===== config.mk =====
export PLATFORM = sky130hd
export DESIGN_NAME = decap_packet_top
export DESIGN_NICKNAME = d
export VERILOG_FILES = /design/src/rtl/decap_packet_top.sv
export SDC_FILE = /design/constraint.sdc
export NUM_CORES = 2
export LEC_CHECK = 0
export ABC_AREA = 1
export CAP_MARGIN = 20
export CORE_UTILIZATION = 30
export CTS_BUF_LIST = sky130_fd_sc_hd__clkbuf_8
export DETAILED_ROUTE_END_ITERATION = 10
export HOLD_SLACK_MARGIN = 0.15
export PLACE_DENSITY_LB_ADDON = 0.3
export SYNTH_ARGS = -nofsm -noshare
export SYNTH_HDL_FRONTEND = slang
export SYNTH_SLANG_ARGS = --single-unit
export TNS_END_PERCENT = 10

===== constraint.sdc =====
create_clock -name clk -period 2.1 [get_ports clk]
set_input_delay 0.42 -clock clk [delete_from_list [all_inputs] [get_ports clk]]
set_output_delay 0.42 -clock clk [all_outputs]
set_load 0.05 [all_outputs]

===== src/rtl/decap_packet_top.sv =====
// Receive-side decapsulation: strips per-word headers from the Aurora stream and
// reassembles NUMBER_PACKET payload chunks into one {data, addr} DFX word.
`timescale 1ns/1ps
module decap_packet_top #(
  parameter int DATA_WIDTH             = 1024,
  parameter int ADDR_WIDTH             = 10,
  parameter int DATA_DFX_WIDTH         = DATA_WIDTH + ADDR_WIDTH,
  parameter int RECOGNIZE_ROUTER_WIDTH = 2,
  parameter int NUMBER_PACKET          = 19,
  parameter int TTL_WIDTH              = $clog2(3),
  parameter int HEADER_WIDTH           = RECOGNIZE_ROUTER_WIDTH + $clog2(NUMBER_PACKET) + TTL_WIDTH,
  parameter int AURORA_DATA_WIDTH      = 64,
  parameter int PAYLOAD_WIDTH          = AURORA_DATA_WIDTH - HEADER_WIDTH,
  parameter int TIMEOUT_CYCLES         = 64
) (
  input  logic                         clk,
  input  logic                         rst_n,
  input  logic [AURORA_DATA_WIDTH-1:0] data_recv,
  input  logic                         data_recv_valid,
  output logic [DATA_WIDTH-1:0]        data_arbiter_recv,
  output logic [ADDR_WIDTH-1:0]        router_dst_addr_recv,
  output logic [HEADER_WIDTH-1:0]      header_pkt_recv,
  output logic                         decap_done,
  output logic                         decap_err
);

  localparam int IDX_WIDTH = $clog2(NUMBER_PACKET);
  localparam int LAST_IDX  = NUMBER_PACKET - 1;
  localparam int LAST_BITS = DATA_DFX_WIDTH - LAST_IDX * PAYLOAD_WIDTH;
  localparam int CNT_WIDTH = $clog2(TIMEOUT_CYCLES + 1);

  typedef enum logic [1:0] {
    IDLE    = 2'd0,
    COLLECT = 2'd1,
    DONE    = 2'd2
  } state_t;

  state_t state_q, state_d;

  logic [HEADER_WIDTH-1:0]           hdr_in;
  logic [PAYLOAD_WIDTH-1:0]          payload_in;
  logic [RECOGNIZE_ROUTER_WIDTH-1:0] router_in;
  logic [IDX_WIDTH-1:0]              idx_in;
  logic [TTL_WIDTH-1:0]              ttl_in;

  logic [HEADER_WIDTH-1:0]           hdr_q;
  logic [RECOGNIZE_ROUTER_WIDTH-1:0] router_q;
  logic [TTL_WIDTH-1:0]              ttl_q;

  logic [IDX_WIDTH-1:0] exp_idx_q, exp_idx_d;
  logic [CNT_WIDTH-1:0] idle_cnt_q, idle_cnt_d;
  logic                 store_en;
  logic                 latch_hdr;
  logic                 err_d;
  logic                 fields_match;

  // Final chunk only keeps its useful low bits; the rest of that word is padding.
  logic [PAYLOAD_WIDTH-1:0] chunk_q [LAST_IDX];
  logic [LAST_BITS-1:0]     last_q;
  logic [DATA_DFX_WIDTH-1:0] dfx_buf;

  assign hdr_in     = data_recv[AURORA_DATA_WIDTH-1 -: HEADER_WIDTH];
  assign payload_in = data_recv[PAYLOAD_WIDTH-1:0];
  assign router_in  = hdr_in[HEADER_WIDTH-1 -: RECOGNIZE_ROUTER_WIDTH];
  assign idx_in     = hdr_in[TTL_WIDTH +: IDX_WIDTH];
  assign ttl_in     = hdr_in[TTL_WIDTH-1:0];

  assign router_q = hdr_q[HEADER_WIDTH-1 -: RECOGNIZE_ROUTER_WIDTH];
  assign ttl_q    = hdr_q[TTL_WIDTH-1:0];

  assign fields_match = (router_in == router_q) && (ttl_in == ttl_q);

  always_ff @(posedge clk or negedge rst_n) begin
    if (!rst_n) begin
      state_q <= IDLE;
    end else begin
      state_q <= state_d;
    end
  end

  always_comb begin
    state_d    = state_q;
    exp_idx_d  = exp_idx_q;
    idle_cnt_d = idle_cnt_q;
    store_en   = 1'b0;
    latch_hdr  = 1'b0;
    err_d      = 1'b0;

    case (state_q)
      IDLE, DONE: begin
        // DONE lasts one cycle but accepts a new chunk 0 exactly like IDLE.
        state_d    = IDLE;
        idle_cnt_d = '0;
        if (data_recv_valid) begin
          if (idx_in == '0) begin
            store_en  = 1'b1;
            latch_hdr = 1'b1;
            exp_idx_d = IDX_WIDTH'(1);
            state_d   = COLLECT;
          end else begin
            err_d = 1'b1;
          end
        end
      end

      COLLECT: begin
        if (data_recv_valid) begin
          idle_cnt_d = '0;
          if ((idx_in == exp_idx_q) && fields_match) begin
            store_en = 1'b1;
            if (idx_in == IDX_WIDTH'(LAST_IDX)) begin
              exp_idx_d = '0;
              state_d   = DONE;
            end else begin
              exp_idx_d = exp_idx_q + 1'b1;
            end
          end else if (idx_in == '0) begin
            err_d     = 1'b1;
            store_en  = 1'b1;
            latch_hdr = 1'b1;
            exp_idx_d = IDX_WIDTH'(1);
          end else begin
            err_d     = 1'b1;
            exp_idx_d = '0;
            state_d   = IDLE;
          end
        end else if (idle_cnt_q == CNT_WIDTH'(TIMEOUT_CYCLES - 1)) begin
          err_d      = 1'b1;
          idle_cnt_d = '0;
          exp_idx_d  = '0;
          state_d    = IDLE;
        end else begin
          idle_cnt_d = idle_cnt_q + 1'b1;
        end
      end

      default: begin
        state_d = IDLE;
      end
    endcase
  end

  always_comb begin
    dfx_buf = '0;
    for (int unsigned k = 0; k < LAST_IDX; k++) begin
      dfx_buf[k*PAYLOAD_WIDTH +: PAYLOAD_WIDTH] = chunk_q[k];
    end
    dfx_buf[DATA_DFX_WIDTH-1 -: LAST_BITS] = last_q;
  end

  always_ff @(posedge clk or negedge rst_n) begin
    if (!rst_n) begin
      exp_idx_q            <= '0;
      idle_cnt_q           <= '0;
      hdr_q                <= '0;
      last_q               <= '0;
      for (int unsigned k = 0; k < LAST_IDX; k++) begin
        chunk_q[k] <= '0;
      end
      data_arbiter_recv    <= '0;
      router_dst_addr_recv <= '0;
      header_pkt_recv      <= '0;
      decap_done           <= 1'b0;
      decap_err            <= 1'b0;
    end else begin
      exp_idx_q  <= exp_idx_d;
      idle_cnt_q <= idle_cnt_d;
      decap_err  <= err_d;
      decap_done <= (state_q == DONE);

      if (latch_hdr) begin
        hdr_q <= hdr_in;
      end

      if (store_en) begin
        for (int unsigned k = 0; k < LAST_IDX; k++) begin
          if (idx_in == IDX_WIDTH'(k)) begin
            chunk_q[k] <= payload_in;
          end
        end
        if (idx_in == IDX_WIDTH'(LAST_IDX)) begin
          last_q <= payload_in[LAST_BITS-1:0];
        end
      end

      // Nonblocking reads take the finished frame even if chunk 0 of the next lands now.
      if (state_q == DONE) begin
        data_arbiter_recv    <= dfx_buf[DATA_DFX_WIDTH-1:ADDR_WIDTH];
        router_dst_addr_recv <= dfx_buf[ADDR_WIDTH-1:0];
        header_pkt_recv      <= hdr_q;
      end
    end
  end

endmodule


### Word-level counts from Yosys, hierarchy flattened

Cells that the tools add are included.
Widths: inputs -> output; s select.

| word-level totals | value |
|---|---|
| output and inout port bits | 1045 |
| logic and storage cells | 119 |
| register bits | 2102 |
| bits of input ports | 67 |

| cells by class | value |
|---|---|
| eq/ne operators | 29 |
| reductions and logical operators | 27 |
| muxes and demuxes | 33 |
| $add $sub $neg | 2 |

Operators by type and width:

| operator | count |
|---|---|
| $eq 5x4->1 const B | 8 |
| $reduce_and 2->1 | 19 |
| $mux 5 | 6 |
| $eq 5x3->1 const B | 4 |
| $eq 5x5->1 const B | 3 |
| $mux 1 | 14 |
| $mux 7 | 2 |
| $pmux 7 s2 | 1 |
| $eq 5x2->1 const B | 2 |
| $mux 2 | 5 |
| $pmux 5 s2 | 1 |
| $ne 4x4->1 const B | 2 |
| $add 7x1->7 const B | 1 |
| $eq 7x6->1 const B | 1 |
| $pmux 1 s2 | 3 |
| $add 5x1->5 const B | 1 |
| $eq 5x1->1 const B | 1 |
| $eq 5x5->1 | 1 |
| $logic_not 5->1 | 1 |
| $eq 2x2->1 | 2 |
| $ne 2x2->1 const B | 2 |
| $pmux 2 s2 | 1 |
| $reduce_and 4->1 | 1 |
| $ne 3x3->1 const B | 1 |
| other kinds (7) | 8 |

### Longest topological paths before layout

| logic depth | value |
|---|---|
| depth after elaboration | 7 |
| depth in mapped cells | 13 |

### Worst setup path after synthesis

OpenSTA, ideal clock, no wires.

| path | value |
|---|---|
| path kind | input-to-reg |
| start | input data_recv[57] |
| end | register chunk_q[100] (netlist name) |
| data arrival time | 1.696 ns |
| path buffers | 3 |
| stages | 13 |
| library setup time | 0.117 ns |
| data required time | 1.983 ns |
| slack | 0.287 ns |
| cells stage by stage | inv_2 nand2_1 nor2_2 nand2_1 nor2_2 nand2_2 nand3_1 buf_4 buf_6 nand2_2 buf_2 nand2_1 nand2_1 |

| between the ends | value |
|---|---|
| cells in the longest elaborated chain, start to end | 6 |

RTL lines:

| what | RTL line | RTL |
|---|---|---|
| start: declaration | 18 | `input logic [AURORA_DATA_WIDTH-1:0] data_recv,` |
| $logic_not 5->1 / $eq 5x5->1 (equally long branches) | 95, 117, 109 |  |
| $mux 1 / $logic_and 1x1->1 (equally long branches) | 95, 117, 109 |  |
| $mux 1 | 109 | `if ((idx_in == exp_idx_q) && fields_match) begin` |
| $mux 1 | 107 | `if (data_recv_valid) begin` |
| $pmux 1 s2 | 89 | `case (state_q)` |
| $reduce_and 2->1 (no source line) * | n/a |  |
| end signal: indexed assignment | 178 | `chunk_q[k] <= payload_in;` |
| end: declaration | 58 | `logic [PAYLOAD_WIDTH-1:0] chunk_q [LAST_IDX];` |

Every way passes the cells marked *; elsewhere a longest branch is shown, timed or not.
A chain may end at the register's enable or synchronous reset.

### Final worst setup path

| path | value |
|---|---|
| start | register data_arbiter_recv[888] |
| end | output data_arbiter_recv[888] |

RTL lines:

| what | RTL line | RTL |
|---|---|---|
| start: declaration | 20 | `output logic [DATA_WIDTH-1:0] data_arbiter_recv,` |
| start signal: assignment | 188 | `data_arbiter_recv <= dfx_buf[DATA_DFX_WIDTH-1:ADDR_WIDTH];` |

No word-level cell between the ends.

==> out/results.tsv <==
stage	metric	value	unit
status	status	complete, but fails checks	
status	failing checks	setup timing	
grt	first-pass GRT wire length	483.1	mm
synth	share of the synthesized area in the top cell type	64.74	%
die	core area	268600	um2
clock_network	Root Buffer	clkbuf_8	
layout	Area Overhead vs Synth	30.92	%
critical_path	CP Data Arrival Time	1.72	ns
drt	total routed wirelength	348.0	mm
power	PwrDens	777.9	nW/um2
drt	vias	71192	
sta	period utilization	101.7	%
critical_path	critical path peak fanout	2	
clock_network	Num Clock Sinks	2102	
critical_path	Critical Path Source	data_arbiter_recv[888]$_DFFE_PN0P_	
critical_path	Largest stage delay, worst path	0.45	ns
critical_path	worst-path cell chain	buf_2	
synth	top cells by area, synth	dfrtp_1 (65%), nand2_1 (24%), nand3_1 (6.5%), clkbuf_1 (1.9%), buf_2 (1.1%)	
clock_network	number of buffers created by CTS	363	
synth	sequential-to-total area share from yosys stat	64.74	%
grt	GRT Resource Usage Total	24.22	%
sta	Worst Clk Skew	0.1595	ns
clock_network	Clock Latency Late Sink	1.03	ns
min_path	HP Start	data_recv[50]	
critical_path	Crit path buffers/inverters	1	
sta	hold slack	0.2533	ns
critical_path	Crit path max-delay family	flip-flops	
critical_path	Slowest-stage cell, CP	dfrtp_1	
critical_path	Worst EP required	1.68	ns
drt	drt wl/cell	24.21	um
sta	Tmin final	2.136	ns
min_path	Tightest Hold Check Type	in -> reg	
clock_network	Clock Pin Slew Worst Setup and Hold Paths	0.06	ns
power	Peak VDD IR	0.5428	mV
critical_path	Critical Path End Type	primary output	
grt	number of global-route vias before repair	67581	
die	initial cell density of the core	30.25	%
layout	# fillers	26877	
synth	Synth Area per Inst	8.855	um2
drt	initial DRC count	7997	
die	# IOs	1112	
synth	Syn Nets	9244	
critical_path	RR Startpoint	hdr_q[0]$_DFFE_PN0P_	
grt	largest net degree at the start of global routing	103	
critical_path	kind of critical path	reg -> out	
clock_network	CTS Buffer Depth	4	
synth	synthesis-stage register bit count	2102	
synth	Netlist Area Pre-Place	81250	um2
layout	most frequent cells in the layout	nand2_1 (5,189), dfrtp_1 (1,945), nand3_1 (1,045)	
sta	Slew Viols, Final	0	
die	Die Wd	522.4	um
grt	grt ovf	0	
die	Die ar.	272900	um2
sta	Worst slew margin	23.54	%
sta	Setup violations, final	71	
drt	drt first pass iters	5	
run	Maximum Capacitance Violations	0	
layout	fin util	39.60	%
die	FP Rows	190	
clock_network	H-tree depth	5	
synth	area leader, netlist	dfrtp_1	
drt	# DRC	0	
sta	fmax	468.2	MHz
sta	unrepaired setup endpoints after global routing	yes	
critical_path	CP startpoint kind	register	
layout	most common cell after layout, fill and taps aside	nand2_1	
place	hpwl dp	226.3	mm
drt	vias per cell	4.952	
synth	library cells used by synthesis	24	
layout	Nets	10599	
synth	Synth Instances	9175	
place	gp weighted congestion	0.8460	
clock_network	CTS tree	done	
drt	Routed Antenna Nets	0	
grt	initial antenna violation count	34	
sta	final-report hold violation count	0	
layout	proportion of layout cells with a drive suffix above 1	21.75	%
sta	Setup WS post-layout	-0.03579	ns
die	Die Ht	522.4	um
place	PortBufs	1111	
power	leakage power	0.06080	uW
sta	Slew @ Worst Pin	1.143	ns
synth	YS warnings	0	
## kinds of logic after synthesis
group	share of synthesized area [%]
simple gates	30.99
flops	64.74
buf+inv	3.962
compound gates	0.1632
xor+xnor	0.1186
fa+ha+maj	0.03079
## synthesized netlist by cell type
cell type	count
o21ai_0	16
o32ai_1	1
nor2_2	2
buf_4	7
or2_2	1
buf_2	179
nand4_1	3
buf_6	46
nor2_1	30
dfrtp_1	2102
o22ai_1	4
inv_1	28
a22o_1	1
clkbuf_1	421
nor3_1	6
inv_2	6
nand2_2	20
a21oi_1	2
nand2_1	5223
xor2_1	5
ha_1	2
xnor2_1	6
buf_1	12
nand3_1	1052
## final timing paths
| kind | to | slack [ns] | cells past startpoint |
|---|---|---|---|
| max | data_arbiter_recv[888] | -0.04 | 1 |
| min | chunk_q[820]$_DFFE_PN0P_ | 0.25 | 4 |
| max reg2reg | chunk_q[926]$_DFFE_PN0P_ | -0.03 | 12 |
| min reg2reg | data_arbiter_recv[374]$_DFFE_PN0P_ | 0.37 | 2 |
| max in group asynchronous | data_arbiter_recv[863]$_DFFE_PN0P_ | 0.99 | 3 |
| min in group asynchronous | chunk_q[598]$_DFFE_PN0P_ | 0.27 | 3 |
## sequential cells by signal, indices dropped and copies added, names as in the netlist
name and flops:
data_arbiter_recv 1024, chunk_q 990, last_q 44, router_dst_addr_recv 10, hdr_q 9, header_pkt_recv 9
idle_cnt_q 7, exp_idx_q 5, state_q 2, decap_done 1, decap_err 1
## repair_timing
item                                     CTS  global route
endpoints found under the setup margin  1717          1821
hold buffers                              58             0
gates cloned                               3            41
setup buffers                              7             7
pin swaps                                  1            15
endpoints found under the hold margin   2925             0
gates resized for setup                 5024           221
## report_power, final
group          internal (uW)  total [uW]  switching [uW]
clock                  20200       38000           17800
combinational            951        3650            2700
sequential             40900       41100             229
total                  62000       82700           20700
## through the flow
stage | TNS, ns | instance area [um2] | power (uW) | setup slack (ns) | std cells
after floorplan | 0 | 81250 | 42600 | 0.2868 | 9175
after global placement | -660.34 | 99300 | 45290 | -0.7668 | 13602
after detailed placement | -643.99 | 99300 | 45350 | -0.7491 | 13602
after CTS | -54.13 | 105000 | 83270 | -0.1081 | 14309
after global routing | -81.24 | 106300 | 85340 | -0.1129 | 14363
final | -0.6902 | 106400 | 82750 | -0.03579 | 14377
## metal layers
metal | up-vias | track usage [%] | share of wire, %
met5 | - | 0 | 0
met4 | 0 | 11.05 | 5.0
met3 | 709 | 4.785 | 9.3
met2 | 3936 | 36.55 | 44
met1 | 35317 | 33.49 | 42
li1 | 31230 | - | -
## layout make-up
type	count	area (um2)	share of cell area [%]
Sequential cell	2102	52800	49.63
Multi-Input combinational cell	6374	25870	24.32
Timing Repair Buffer	1655	15730	14.79
Clock buffer	457	6290	5.913
Tap cell	3552	4444	4.178
Clock inverter	182	1049	0.9857
Inverter	34	136.4	0.1282
Antenna cell	21	52.55	0.04940
Note: power is estimated with default switching activity, not from simulation.
